==> config.mk <==
export PLATFORM = sky130hd
export DESIGN_NAME = add_round_key_stage
export DESIGN_NICKNAME = d
export VERILOG_FILES = /design/src/rtl/add_round_key_stage.sv
export SDC_FILE = /design/constraint.sdc
export NUM_CORES = 1
export LEC_CHECK = 0
export BUFFER_PORTS_ARGS = -buffer_cell sky130_fd_sc_hd__buf_2
export CAP_MARGIN = 20
export CORE_AREA = 3 3 155 157
export CTS_BUF_LIST = sky130_fd_sc_hd__clkbuf_16
export CTS_CLUSTER_SIZE = 10
export DETAILED_ROUTE_END_ITERATION = 10
export DIE_AREA = 0 0 158 160
export GPL_TIMING_DRIVEN = 0
export PLACE_DENSITY = 0.69
export SYNTH_ARGS = -nofsm -noshare
export SYNTH_HDL_FRONTEND = slang
export SYNTH_SLANG_ARGS = --single-unit
==> constraint.sdc <==
create_clock -name clk -period 3.8 [get_ports clk]
set_input_delay 0 -clock clk [delete_from_list [all_inputs] [get_ports clk]]
set_output_delay 0 -clock clk [all_outputs]
set_load 0.005 [all_outputs]
==> src/rtl/add_round_key_stage.sv <==
// add_round_key_stage: AES AddRoundKey pipeline stage with valid/ready handshake and round-key index sequencing.
module add_round_key_stage #(
  parameter int word_size  = 8,
  parameter int array_size = 16,
  parameter int NR         = 10
) (
  input  logic                           clk,
  input  logic                           rst,
  input  logic                           enable,
  input  logic                           restart,
  input  logic [word_size*array_size-1:0] state,
  input  logic [word_size*array_size-1:0] round_key,
  input  logic                           out_ready,
  output logic                           in_ready,
  output logic [3:0]                     key_idx,
  output logic [word_size*array_size-1:0] state_out,
  output logic                           done,
  output logic [3:0]                     round,
  output logic                           last
);
  localparam int W = word_size * array_size;
  logic         accept;
  logic [W-1:0] state_d, state_q;
  logic [3:0]   key_d, key_q, round_d, round_q;
  logic         done_d, done_q, last_d, last_q;
  assign in_ready = (!done_q || out_ready) && !restart;
  assign accept   = enable && in_ready;
  always_comb begin
    state_d = accept ? state ^ round_key : state_q;
    round_d = accept ? key_q : round_q;
    last_d  = accept ? (key_q == 4'(NR)) : last_q;
    done_d  = accept ? 1'b1 : (out_ready ? 1'b0 : done_q);
    key_d   = restart ? 4'd0 : (accept ? (key_q == 4'(NR) ? 4'd0 : key_q + 4'd1) : key_q);
  end
  always_ff @(posedge clk) begin
    if (rst) begin
      state_q <= '0;
      round_q <= '0;
      last_q  <= 1'b0;
      done_q  <= 1'b0;
      key_q   <= '0;
    end else begin
      state_q <= state_d;
      round_q <= round_d;
      last_q  <= last_d;
      done_q  <= done_d;
      key_q   <= key_d;
    end
  end
  assign state_out = state_q;
  assign round     = round_q;
  assign last      = last_q;
  assign done      = done_q;
  assign key_idx   = key_q;
endmodule

# --- Word level (Yosys, flattened, before mapping) ---
# Cells that the tools add are included.
word_totals:
  out_inout_bits: 139
  register_bits: 138
op_classes:
  n_eq_ne: 1
  addsub: 1
  n_bitwise: 1
  n_reduce_logical: 7
  mux: 3
op_table:
  columns: ["cell", "count"]
  rows:
  - ["128-bit bitwise XOR", 1]
  - ["4-bit by 1-bit adder with 4-bit output (second input constant)", 1]
  - ["4-bit equality test (second input constant)", 1]
  - ["4-bit 2-to-1 mux", 1]
  - ["1-bit logical AND", 2]
  - ["1-bit logical NOT", 2]
  - ["1-bit 2-to-1 mux", 2]
  - ["2-bit nonzero test", 1]
  - ["2-bit OR reduction", 1]
  - ["1-bit logical OR", 1]

# --- Logic depth before layout (Yosys ltp) ---
logic_depth:
  depth_word: 5
  depth_mapped: 6

# --- Worst setup path after synthesis ---
# No wires, ideal clock.
synth_timing:
  kind: "reg2reg"
  start: "reg done_q (netlist: done)"
  end: "reg state_q[10] (netlist: state_out[10])"
  stages_incl_launch_ff: 7
  path_buffers: 3
  setup_time_ps: 146
  slack_ps: 2512
  t_arrival_ps: 1142
  path_cell_list: "dfxtp_1 -> nor2b_1 -> buf_2 -> nor2_1 -> buf_4 -> buf_4 -> a211oi_2"
synth_via:
  elab_chain_cells: 4
synth_rtl:
  columns: ["item", "line_no", "rtl"]
  rows:
  - ["from (decl)", "25", "logic done_d, done_q, last_d, last_q;"]
  - ["from (signal assigned)", "46", "done_q <= done_d;"]
  - ["1-bit logical NOT", "26", "assign in_ready = (!done_q || out_ready) && !restart;"]
  - ["1-bit logical OR", "26", null]
  - ["1-bit logical AND", "26", null]
  - ["1-bit logical AND", "27", "assign accept = enable && in_ready;"]
  - ["to (signal assigned)", "43", "state_q <= state_d;"]
  - ["to (decl)", "23", "logic [W-1:0] state_d, state_q;"]
# Every way passes these cells.
# A chain may end at the register's enable or synchronous reset.

# --- Worst setup path in the final report ---
layout_timing:
  start: "reg done_q (netlist: done)"
  end: "reg state_q[9] (netlist: state_out[9])"
# The elaborated chain is that of the path after synthesis.

==> results.ini <==
[timing]
slew_headroom_pct = 48.2
final.min_clock_period_ns = 1.78
hold_viol = 0
drv_slew = 0
finalCritPeriodShare_pct = 46.8
grt_setup_unrepaired = no
whs_ns = 0.0285
setup_viol = 0
totalNegativeSetupSlack_ns = 0
tightest_slew_ns = 0.776
fin_skew_ns = 0.0105
clock.fmax_ghz = 0.563

[setup_path]
timing.critical_path.cells = nor2b_1 > buf_2 > nor2_1 > buf_4 > buf_4 > a211oi_2
cp_data_arrival_time_ns = 2.04
crit_path_start = done
cpPeakStageDelay_ns = 0.34
critPathSlowestCell = nor2_1
path_class = reg -> reg
cp_max_fo = 10
endpoint_kind = flop
cp-start-kind = flop
worstPathRequired_ns = 4.06
r2r_start = done
r2r_slack_ns = 2.02
cp.buffers_inverters = 3
cp_top_family = buffers and inverters
cp_common_cell = buf_4

[logic_synthesis]
yosys_register_bits = 138
synthSimpleGateAreaFrac_pct = 1.92
synthMuxAreaShare_pct = 0.152
synth_compound_area_share_pct = 33.9
synth_cells = 627
synth_fa_ha_area_share_pct = 0
seq_area_frac_synth_pct = 41.9
synthDistinctLibCells = 27
synth_top_family_by_area = compound AO/OA/AOI/OAI gates
synth_nets = 888
syn_area_sq_mm = 0.00659
synth_warnings = 0
synth_xor_area_share_pct = 17.0
synth.avg_cell_area_sq_um = 10.5

[floorplanning]
die_h_um = 160
die_x_um = 158
dieArea_sq_mm = 0.0253
ios = 400
initial_utilization_pct = 29.1
core_sq_mm = 0.0226
rows = 55

[global_routing]
grt_pass1_vias = 8385
use_met1_pct = 23.9
antenna_found_initial = 1
grt_start_max_net_pins = 17
grtUsageTotal_pct = 21.6
grtUsageMet3_pct = 4.58
grt_busiest_layer = met2
grt_use_met2_pct = 37.8
grt_pass1_wl_mm = 43.1
grt-ovfl-total = 0

[final_layout]
mostFrequentLayoutCell = buf_2
mostFrequentLayoutCells = buf_2, dlygate4sd3_1, dfxtp_1
area_delta_synth_final_pct = 82.7
final_layout_size_suffix_gt1_share_pct = 43.1
nFillCells = 1914
fin_nets = 1558

[drt]
ant_nets = 0
dr.pass1.iters = 5
vias = 7730
drc = 0
vias_per_cell = 4.83
routed_wl_mm = 28.5
routedWlPerCell_um = 17.8
drt_iter0_markers = 437

[clocking]
clockBufferDepth = 2
cts_root_buf = clkbuf_16
tritoncts.num_buffers = 17
clock_latency_ns = 0.41
clk_pin_slew_worst_paths_ns = 0.06
cts.sinks = 138
htreeDepth = 4
postCtsSetupBuffers = 0
tritoncts = yes

[power]
power_density_mw_per_mm2 = 358
p_leak_uw = 0.00507
ir_drop_v = 0.000232

[run_status]
status = completed

[place]
gp_congestion = 0.867
hpwl_mm = 17.9
port-buffer-count = 398

[job]
cap_viol_max_count = 0

[hold_path]
hp-start = state[58]
hold_class = in -> reg

-- what timing repair did --
action / CTS / global route
endpoints found under the hold margin: 130 / 0
endpoints found under the setup margin: 0 / 0
hold buffers: 253 / 0
resized for setup: 0 / 0
-- cell usage after synthesis --
cell type	instances	share of area, %
a211oi_1	22	2.5
a211oi_2	106	20
a21o_1	1	0.11
a21oi_1	135	10
a311oi_1	1	0.13
a31oi_1	2	0.19
and4b_1	1	0.15
buf_2	13	0.99
buf_4	17	1.9
buf_6	2	0.34
clkbuf_1	30	1.7
dfxtp_1	138	42
inv_1	2	0.11
mux2i_1	1	0.15
nand2_1	2	0.11
nand2b_1	2	0.19
nand3_1	6	0.46
nand3b_1	1	0.11
nand4_1	1	0.095
nand4b_1	1	0.13
nor2_1	3	0.17
nor2b_1	3	0.28
o21ai_0	6	0.46
o41ai_1	1	0.13
or2_2	1	0.095
or4_1	1	0.11
xnor2_1	128	17
-- worst min-delay path, cell delays in order --
cell and delay, ns:
buf_2 0.08, xnor2_1 0.20, a211oi_2 0.09
-- per-layer routing --
metal	part of all wire (%)	vias up
li1	-	3616
met1	39	3651
met2	50	348
met3	5.7	115
met4	5.0	0
met5	0	-
-- final timing paths --
check             endpoint  cells past startpoint
min          state_out[58]                      3
min reg2reg       round[0]                      2
max reg2reg   state_out[9]                      6
max           state_out[9]                      6
-- state kept, by name, summed over array words and instances (netlist names) --
name	cells
done	1
key_idx	4
last	1
round	4
state_out	128
-- cell type report --
| cell class | instances | area [sq um] | area share, % |
|---|---|---|---|
| repair buffers | 651 | 4520 | 37.6 |
| multi-input cells | 425 | 3490 | 29.0 |
| flip-flops and latches | 138 | 2760 | 22.9 |
| clock buffers | 17 | 425 | 3.53 |
| well taps | 285 | 357 | 2.96 |
| plain buffers | 62 | 328 | 2.72 |
| clock inverters | 15 | 135 | 1.12 |
| diodes | 4 | 10.0 | 0.0831 |
| inverters | 2 | 7.51 | 0.0623 |
-- logic make-up after synthesis --
family | after synthesis
flip-flops | 138
XOR/XNOR | 128
AND/OR/NAND/NOR | 22
AO/OA/AOI/OAI | 274
multiplexers | 1
buffers and inverters | 64
-- power breakdown --
| group | switching (uW) | internal [uW] | total [uW] |
|---|---|---|---|
| Combinational | 480 | 632 | 1110 |
| Sequential | 50.6 | 1550 | 1600 |
| Clock | 644 | 953 | 1600 |
| Total | 1170 | 3130 | 4310 |
-- through the flow --
stage               utilization, %  power (uW)  instances  cell area, sq um  worst slack [ns]
floorplan                        -        2040        627              6590              2.51
global placement              39.5        2400       1310              8940              2.02
detailed placement            39.5        2410       1310              8940              2.01
CTS                           53.1        4320       1595             12000              2.00
global route                  53.2        4500       1596             12000              1.86
finish                        53.2        4310       1599             12000              2.02
(Power assumes the default switching activity.)
